### src/rtl/mem_arb_pkg.sv
// Shared widths, state encodings and request payload for the memory arbiter.
package mem_arb_pkg;

  localparam int unsigned DATA_BUS      = 64;
  localparam int unsigned DATA_ADDR_BUS = 64;
  localparam int unsigned SIZE_W        = 2;
  localparam int unsigned RESP_W        = 2;

  typedef enum logic [1:0] {
    ARB_IDLE = 2'b00,
    ARB_INST = 2'b01,
    ARB_DATA = 2'b10
  } arb_state_e;

  typedef enum logic {
    GRANT_INST = 1'b0,
    GRANT_DATA = 1'b1
  } grant_e;

  typedef struct packed {
    logic                     valid;
    logic [DATA_BUS-1:0]      wdata;
    logic [DATA_ADDR_BUS-1:0] addr;
    logic [SIZE_W-1:0]        size;
    logic                     we;
  } mem_cmd_t;

  // Ties go to whichever requester was not served most recently.
  function automatic arb_state_e pick_grant(input logic inst_v, input logic data_v,
                                            input grant_e last);
    if (inst_v && data_v) return (last == GRANT_DATA) ? ARB_INST : ARB_DATA;
    if (inst_v)           return ARB_INST;
    if (data_v)           return ARB_DATA;
    return ARB_IDLE;
  endfunction

endpackage

### src/rtl/mem_arb.sv
// Two-requester (fetch / load-store) arbiter onto a single downstream memory port.
module mem_arb
  import mem_arb_pkg::*;
(
  input  logic                     clk,
  input  logic                     rst,

  input  logic                     inst_valid,
  output logic                     inst_ready,
  output logic [DATA_BUS-1:0]      inst_data_read,
  input  logic [DATA_ADDR_BUS-1:0] inst_addr,
  input  logic [SIZE_W-1:0]        inst_size,
  output logic [RESP_W-1:0]        inst_resp,

  input  logic                     data_valid,
  output logic                     data_ready,
  output logic [DATA_BUS-1:0]      data_data_read,
  input  logic [DATA_BUS-1:0]      data_data_write,
  input  logic [DATA_ADDR_BUS-1:0] data_addr,
  input  logic [SIZE_W-1:0]        data_size,
  output logic [RESP_W-1:0]        data_resp,
  input  logic                     data_req,

  output logic                     mem_valid,
  output logic [DATA_BUS-1:0]      mem_data_write,
  output logic [DATA_ADDR_BUS-1:0] mem_addr,
  output logic [SIZE_W-1:0]        mem_size,
  output logic                     mem_req,
  input  logic                     mem_ready,
  input  logic [DATA_BUS-1:0]      mem_data_read,
  input  logic [RESP_W-1:0]        mem_resp
);

  arb_state_e state_q, state_d;
  grant_e     last_grant_q, last_grant_d;
  mem_cmd_t   cmd;

  // Next-state: grant from idle, hold until the downstream completes.
  always_comb begin
    state_d      = state_q;
    last_grant_d = last_grant_q;
    case (state_q)
      ARB_IDLE: state_d = pick_grant(inst_valid, data_valid, last_grant_q);
      ARB_INST: begin
        if (mem_ready) begin
          state_d      = ARB_IDLE;
          last_grant_d = GRANT_INST;
        end
      end
      ARB_DATA: begin
        if (mem_ready) begin
          state_d      = ARB_IDLE;
          last_grant_d = GRANT_DATA;
        end
      end
      default: state_d = ARB_IDLE;
    endcase
  end

  always_ff @(posedge clk) begin
    if (rst) begin
      state_q      <= ARB_IDLE;
      last_grant_q <= GRANT_DATA;
    end else begin
      state_q      <= state_d;
      last_grant_q <= last_grant_d;
    end
  end

  // Request steering and response return; the non-granted side sees zeros.
  always_comb begin
    cmd            = '0;
    inst_ready     = 1'b0;
    inst_data_read = '0;
    inst_resp      = '0;
    data_ready     = 1'b0;
    data_data_read = '0;
    data_resp      = '0;
    case (state_q)
      ARB_INST: begin
        cmd.valid      = inst_valid;
        cmd.addr       = inst_addr;
        cmd.size       = inst_size;
        inst_ready     = mem_ready;
        inst_data_read = mem_data_read;
        inst_resp      = mem_resp;
      end
      ARB_DATA: begin
        cmd.valid      = data_valid;
        cmd.wdata      = data_data_write;
        cmd.addr       = data_addr;
        cmd.size       = data_size;
        cmd.we         = data_req;
        data_ready     = mem_ready;
        data_data_read = mem_data_read;
        data_resp      = mem_resp;
      end
      default: ;
    endcase
  end

  assign mem_valid      = cmd.valid;
  assign mem_data_write = cmd.wdata;
  assign mem_addr       = cmd.addr;
  assign mem_size       = cmd.size;
  assign mem_req        = cmd.we;

endmodule

### config.mk
export PLATFORM = sky130hd
export DESIGN_NAME = mem_arb
export DESIGN_NICKNAME = d
export VERILOG_FILES = /design/src/rtl/mem_arb_pkg.sv /design/src/rtl/mem_arb.sv
export SDC_FILE = /design/constraint.sdc
export NUM_CORES = 1
export LEC_CHECK = 0
export CORE_AREA = 5 5 205 207
export CTS_BUF_LIST = sky130_fd_sc_hd__clkbuf_8
export CTS_CLUSTER_DIAMETER = 60
export CTS_CLUSTER_SIZE = 10
export DETAILED_ROUTE_END_ITERATION = 16
export DIE_AREA = 0 0 210 212
export HOLD_SLACK_MARGIN = 0.06
export PLACE_DENSITY_LB_ADDON = 0.25
export SLEW_MARGIN = 25
export SYNTH_ARGS = -nofsm -noshare
export SYNTH_HDL_FRONTEND = slang
export SYNTH_SLANG_ARGS = --single-unit
### constraint.sdc
create_clock -name clk -period 2.1 [get_ports clk]
set_clock_uncertainty 0.15 [all_clocks]
set_input_delay 0.315 -clock clk [delete_from_list [all_inputs] [get_ports clk]]
set_output_delay 0.315 -clock clk [all_outputs]
set_load 0.1 [all_outputs]
Word level (Yosys, flattened, before mapping) --
Index checks and enable logic that the tools add are counted.
Storage, ports and cells: output and inout bits 266, register bits after elaboration 3
Operators by class: reductions and logical operators 5, multiplexer cells 31, eq/ne operators 5
Operators with widths (number):
- 64-bit two-way mux | 3
- 66-bit one-hot mux with 2 select lines | 1
- 2-bit two-way mux | 10
- 1-bit two-way mux | 14
- 2-bit inequality test, second input constant | 2
- 1-bit one-hot mux with 2 select lines | 2
- 2-bit one-hot mux with 2 select lines | 1
- 3-bit AND reduction | 1
- 2-bit by 1-bit == test with 1-bit output, second input constant | 1
- 2-bit == test, second input constant | 1
- 2-bit zero test | 1
- 2-bit by 1-bit inequality test with 1-bit output, second input constant | 1
- 2-bit nonzero test | 1
- 2-bit OR reduction | 1
- 1-bit logical AND | 1

Longest topological paths before layout --
Gate-level depths: netlist of run 1.
word-level depth 12, mapped depth 6, mapped depth without buffers 4

Worst setup path before layout of run 1 --
No wires, ideal clock.
path kind reg-to-output, from register state_q[1], to output mem_addr[20], path slack -0.804 ns, stages on the path, launching flop included 6, arrival time 2.439 ns, cells stage by stage dfxtp_1 -> inv_1 -> ha_1 -> buf_2 -> buf_2 -> nor2b_1
Between the ends: cells in the longest elaborated chain, start to end 2, elaborated cells between the ends (all ways) 3, those cells by class 2 x eq/ne; 1 x mux
RTL lines:
- start: declaration | RTL line mem_arb.sv:34 | arb_state_e state_q, state_d;
- start signal: assignment | RTL line mem_arb.sv:65 | state_q <= state_d;
- 2-bit == test or 2-bit by 1-bit == test with 1-bit output (tied branches) | RTL line mem_arb.sv:79 | case (state_q)
- 66-bit one-hot mux with 2 select lines * | RTL line mem_arb.sv:79
- end: declaration | RTL line mem_arb.sv:26 | output logic [DATA_ADDR_BUS-1:0] mem_addr,
Mark *: on every way between the ends. The rest lies on a longest branch, timed or not.

Worst setup path in the final report of run 1 --
from register state_q[1], to output mem_addr[8]
The elaborated chain is that of the path after synthesis.

==> flow_metrics.env, run 1 <==
export IMPL_status="finished with violations"
export IMPL_failed_checks="setup timing"
export IMPL_dieArea_um2=44520
export IMPL_synth_cell_type_count=16
export IMPL_drive_above_1_share_pct=62.25
export IMPL_row_count=74
export IMPL_p_seq_share_pct=1.5
export IMPL_place_gp_congestion=0.8456
export IMPL_synth_area_leaders="and2_1 (48%), a22oi_1 (19%), nor2b_1 (17%), buf_2 (3.7%), dfxtp_1 (2.3%)"
export IMPL_maxSlewHeadroom_pct=79.01
export IMPL_timing_rr_start="state_q[1]"
export IMPL_ant_nets=0
export IMPL_fin_nets=1208
export IMPL_grt_util_all_layers_pct=11.46
export IMPL_coreArea_um2=40180
export IMPL_yosysWarnings=0
export IMPL_synth_most_common_cell="and2_1"
export IMPL_num_io_pins=534
export IMPL_fmax_mhz=472.3
export IMPL_path_max_fanout=8
export IMPL_clockBufferDepth=2
export IMPL_final_setup_tns_ns=-0.02596
export IMPL_setup_viol=3
export IMPL_setup_ws_ns=-0.01744
export IMPL_areaGrowthSynthToFinish_pct=390.1
export IMPL_rsz0062_at_grt="yes"
export IMPL_wl_per_cell_um=19.78
export IMPL_first_iter_violations=94
export IMPL_switchingPower_mw=2.428
export IMPL_routed_wl_um=29040
export IMPL_drc=0
export IMPL_antenna_found_initial=3
export IMPL_finalPower_mw=4.424
export IMPL_synthTopCellsByCount="and2_1 (199), nor2b_1 (69), a22oi_1 (67)"
export IMPL_netlist_top_cell_by_area="and2_1"
export IMPL_h_tree_depth=1
export IMPL_hold_path_class="reg2reg"
export IMPL_grt_pass1_wl_um=38280
export IMPL_finalCritPeriodShare_pct=100.8
export IMPL_startpoint_type="flip-flop"
export IMPL_start_util_pct=6.448
export IMPL_cts_tree="yes"
export IMPL_clkTransAtPathRegs_ns=0.03
export IMPL_synth_ff_type="dfxtp_1"
export IMPL_netlist_instances=397
export IMPL_async_reset_ff_share_pct=0
export IMPL_min_period_ns=2.117
export IMPL_netlist_area_um2=2591
export IMPL_die_h_um=212
export IMPL_crit_start="state_q[1]"
export IMPL_p_clk_share_pct=3.7
export IMPL_grt_pass1_vias=5242
export IMPL_viasPerCell=3.375
export IMPL_clock_sinks=3
export IMPL_crit_path_end_kind="primary output"
export IMPL_first_pass_iters=4
export IMPL_cp_arrival_ns=1.65
export IMPL_ir_worst_vdd_uv=147.4
export IMPL_synth_ff_latch_count=3
export IMPL_numCtsBuffers=3
export IMPL_final_cell_area_um2=12700
export IMPL_p_per_area_nw_per_um2=348.3
export IMPL_synth_top_area_share_pct=48.04
export IMPL_swShare_pct=54.88
export IMPL_clk_latency_ns=0.21
export IMPL_p_leak_nw=4.684
export IMPL_min_from="last_grant_q"
export IMPL_combPwrFrac_pct=94.8
export IMPL_hold_violations=0
export IMPL_grt_ovfl_total=0
export IMPL_worst_pin_slew_ns=0.3108
export IMPL_dpl_hpwl_um=24160
export IMPL_intPower_mw=1.996
export IMPL_synth_fp_nets=669
export IMPL_die_width_um=210
export IMPL_dr_total_vias=4954
export IMPL_synth_area_per_cell_um2=6.527
export IMPL_grt_max_degree=44
export IMPL_hold_buffers=0
export IMPL_cap_violations=0
export IMPL_critPathKind="reg2out"
export IMPL_final_max_slew_violation_count=0
export IMPL_placedInstanceArea_um2=11780
export IMPL_cts_root_buf="clkbuf_8"
export IMPL_port_buffers=533
export IMPL_required_ns=1.63
export IMPL_ys_seq_area_share_pct=2.318
export IMPL_synth_edf_count=0
==> power groups by stage <==
stage          Combinational, mW  Sequential, mW  Clock [mW]
2_1_floorplan               2.17          0.0654           0
3_3_place_gp                3.93          0.0667           0
3_5_place_dp                3.93          0.0667           0
4_1_cts                     4.08          0.0675       0.166
5_1_grt                     4.35          0.0687       0.177
6_report                    4.19          0.0683       0.162
==> cells by family (layout without fill, tap and decap cells) <==
group | after synthesis | after routing | synth area share, %
compound gates | 71 | 71 | 20.76
fa+ha+maj | 4 | 4 | 1.932
buf+inv | 46 | 584 | 8.981
flops | 3 | 3 | 2.318
other cells | 0 | 1 | 0
simple gates | 273 | 273 | 66.01
==> critical path, stage by stage, from the launching register on <==
cell     delay, ns
dfxtp_2       0.32
buf_6         0.13
ha_4          0.16
buf_12        0.15
buf_6         0.15
a22oi_1       0.27
nor2b_4       0.08
buf_12        0.17
==> per-layer routing <==
metal	global-route usage, %	part of all wire (%)	wire length [um]
met3	3.689	8.1	2359
met5	0	0	0
met2	21.67	53	15380
met1	12.99	38	11080
met4	1.238	0.77	225
==> through the flow <==
step / setup slack (ns) / cells / util, % / hold slack (ns)
3_5_place_dp: 0.03160 / 1445 / 29.32 / 0.3608
3_3_place_gp: 0.05492 / 1445 / 29.32 / 0.3720
5_1_grt: -0.06786 / 1468 / 31.60 / 0.4318
2_1_floorplan: -0.2766 / 397 / - / 0.2661
4_1_cts: -0.06439 / 1455 / 30.17 / 0.3749
6_report: -0.01744 / 1468 / 31.60 / 0.3906
==> repair_timing <==
action	CTS	global route
endpoints found under the hold margin	0	0
setup endpoints to repair	178	203
gates cloned	3	10
pin swaps	1	4
setup buffers	3	3
resized for setup	50	84
==> layout make-up <==
cell class,count,area (um2)
clock inverter,1,3.754
multi-input combinational,348,3174
fill,4106,27480
antenna,1,2.502
sequential,3,65.06
tap,532,665.6
inverter,3,13.76
clock buffer,3,41.29
timing repair buffer,577,8733
==> registers in the layout, indices dropped and copies added (netlist names) <==
name          count
state_q           2
last_grant_q      1
==> cells in the final DEF, fill, tap and decap left out, types with 2 or more instances in the layout <==
| cell type | netlist | final |
|---|---|---|
| clkbuf_16 | 0 | 8 |
| inv_2 | 0 | 2 |
| nor2b_2 | 0 | 32 |
| buf_8 | 0 | 2 |
| nor2b_4 | 0 | 35 |
| clkbuf_8 | 0 | 3 |
| buf_4 | 4 | 10 |
| clkdlybuf4s50_1 | 0 | 267 |
| ha_4 | 0 | 4 |
| nand2_1 | 3 | 2 |
| buf_12 | 0 | 275 |
| a22oi_1 | 67 | 14 |
| and2_1 | 199 | 60 |
| buf_6 | 1 | 10 |
| buf_16 | 0 | 5 |
| and2_2 | 0 | 106 |
| nor2b_1 | 69 | 2 |
| a22oi_2 | 0 | 53 |
| o41ai_1 | 2 | 2 |
| nand4bb_1 | 2 | 2 |
| and2_4 | 0 | 33 |
==> final timing paths <==
check,to,slack (ns),cells past startpoint
hold / removal,last_grant_q,0.39,1
setup reg to reg,last_grant_q,0.40,7
setup / recovery,mem_addr[8],-0.02,7
hold reg to reg,last_grant_q,0.39,1
(Power assumes the default switching activity.)
==> inputs of run 2 (changes only) <==
CORE_AREA = 2 2 208 210   (was 5 5 205 207)
PLACE_DENSITY_LB_ADDON = 0.3   (was 0.25)
==> flow_metrics.env, run 2 (synthesis results as in run 1) <==
export IMPL_min_period_ns=2.112
export IMPL_final_cell_area_um2=12640
export IMPL_largest_register_ffs=2
export IMPL_first_pass_iters=4
export IMPL_switchingPower_mw=2.443
export IMPL_swShare_pct=55.11
export IMPL_cp_cell_sequence="inv_4 -> ha_4 -> buf_12 -> bufbuf_16 -> and2_2 -> buf_12"
export IMPL_failed_checks="setup timing"
export IMPL_numCtsBuffers=3
export IMPL_multiInputGateArea_um2=3105
export IMPL_maxSlewHeadroom_pct=80.96
export IMPL_coreArea_um2=42510
export IMPL_num_fill_cells=4333
export IMPL_status="finished with violations"
export IMPL_hold_path_class="reg2reg"
export IMPL_required_ns=1.63
export IMPL_place_gp_congestion=0.7756
export IMPL_hold_violations=0
export IMPL_combPwrFrac_pct=94.7
export IMPL_die_width_um=210
export IMPL_hold_buffers=0
export IMPL_setup_viol=21
export IMPL_intPower_mw=1.990
export IMPL_fmax_mhz=473.6
export IMPL_cp_arrival_ns=1.65
export IMPL_grt_max_degree=38
export IMPL_row_count=76
export IMPL_drive_above_1_share_pct=62.23
export IMPL_ant_nets=0
export IMPL_fin_nets=1205
export IMPL_clk_latency_ns=0.22
export IMPL_cpPeakStageDelay_ns=0.36
export IMPL_p_leak_nw=4.669
export IMPL_path_max_fanout=17
export IMPL_dpl_hpwl_um=21500
export IMPL_final_common_cell="buf_12"
export IMPL_top_regs="state_q (2), last_grant_q (1)"
export IMPL_drc=0
export IMPL_clockBufferDepth=2
export IMPL_antenna_found_initial=4
export IMPL_rsz0062_at_grt="yes"
export IMPL_cts_tree="yes"
export IMPL_port_buffers=533
export IMPL_h_tree_depth=1
export IMPL_final_cell_mix="buf_12 (274), clkdlybuf4s50_1 (267), and2_2 (103)"
export IMPL_critPathKind="reg2out"
export IMPL_placedInstanceArea_um2=11710
export IMPL_viasPerCell=3.360
export IMPL_clock_sinks=3
export IMPL_critPathMostFrequentCell="buf_12"
export IMPL_grt_pass1_wl_um=36570
export IMPL_dieArea_um2=44520
export IMPL_dr_total_vias=4979
export IMPL_crit_path_end_kind="primary output"
export IMPL_final_max_slew_violation_count=0
export IMPL_largest_register="state_q"
export IMPL_final_setup_tns_ns=-0.1283
export IMPL_die_h_um=212
export IMPL_cts_root_buf="clkbuf_8"
export IMPL_worst_pin_slew_ns=0.2819
export IMPL_critPathSlowestCell="dfxtp_4"
export IMPL_grt_pass1_vias=5175
export IMPL_cap_violations=0
export IMPL_p_clk_share_pct=3.8
export IMPL_grt_util_all_layers_pct=11.19
export IMPL_crit_buf_inv=4
export IMPL_num_io_pins=534
export IMPL_p_per_area_nw_per_um2=350.8
export IMPL_first_iter_violations=139
export IMPL_wl_per_cell_um=18.67
export IMPL_start_util_pct=6.096
export IMPL_areaGrowthSynthToFinish_pct=387.7
export IMPL_crit_family="buffers and inverters"
export IMPL_finalCritPeriodShare_pct=100.6
export IMPL_routed_wl_um=27670
export IMPL_p_seq_share_pct=1.5
export IMPL_clkTransAtPathRegs_ns=0.03
export IMPL_ir_worst_vdd_uv=161.0
export IMPL_startpoint_type="flip-flop"
export IMPL_grt_ovfl_total=0
export IMPL_seq_area_um2=65.06
export IMPL_setup_ws_ns=-0.01161
[run 2: path summary, 6_finish.rpt]
check                                   from  slack, ns                 end  cells past startpoint
worst max-delay path              state_q[1]      -0.01  inst_data_read[38]                      6
worst max register to register    state_q[0]       0.46          state_q[1]                      5
worst min register to register  last_grant_q       0.37        last_grant_q                      1
worst min-delay path            last_grant_q       0.37        last_grant_q                      1
[run 2: per-stage QoR]
stage | util [%] | setup slack, ns | instances | total power, mW | hold slack (ns)
2_1_floorplan | - | -0.2766 | 397 | 2.232 | 0.2661
3_3_place_gp | 27.55 | 0.09462 | 1451 | 3.946 | 0.3523
3_5_place_dp | 27.55 | 0.05552 | 1451 | 3.953 | 0.3565
4_1_cts | 28.85 | -0.05057 | 1469 | 4.362 | 0.3642
5_1_grt | 29.72 | -0.06953 | 1480 | 4.586 | 0.3960
6_report | 29.73 | -0.01161 | 1482 | 4.433 | 0.3657
[run 2: worst register-to-register path, stage by stage (launching register included)]
cell and delay [ns]:
dfxtp_2 0.32, inv_2 0.13, ha_4 0.25, buf_4 0.17
nor2b_1 0.14, o41ai_1 0.36
[run 2: layout make-up]
class,instances,share of cell area (%)
antenna,4,0.07921
timing repair buffer,574,68.96
inverter,3,0.1089
tap,546,5.406
clock inverter,1,0.02970
clock buffer,3,0.3267
multi-input combinational,348,24.57
sequential,3,0.5149
[run 2: timing repair]
action	CTS	global route
endpoints found under the setup margin	191	178
cloned	7	7
buffers inserted	7	3
pin swaps	4	24
gates resized for setup	55	70
[run 2: layer usage]
layer | wire length, um | vias up | GRT usage, %
met4 | 448 | 0 | 2.054
met2 | 14780 | 292 | 21.47
met5 | 0 | - | 0
met3 | 2008 | 21 | 2.762
li1 | - | 2387 | -
met1 | 10430 | 2279 | 12.52
[run 2: power by group through the flow]
| stage | logic (mW) | clock network (mW) | registers [mW] |
|---|---|---|---|
| 6_report | 4.20 | 0.167 | 0.0671 |
| 5_1_grt | 4.34 | 0.177 | 0.0680 |
| 4_1_cts | 4.12 | 0.170 | 0.0670 |
| 3_5_place_dp | 3.89 | 0 | 0.0658 |
| 3_3_place_gp | 3.88 | 0 | 0.0656 |
| 2_1_floorplan | 2.17 | 0 | 0.0654 |
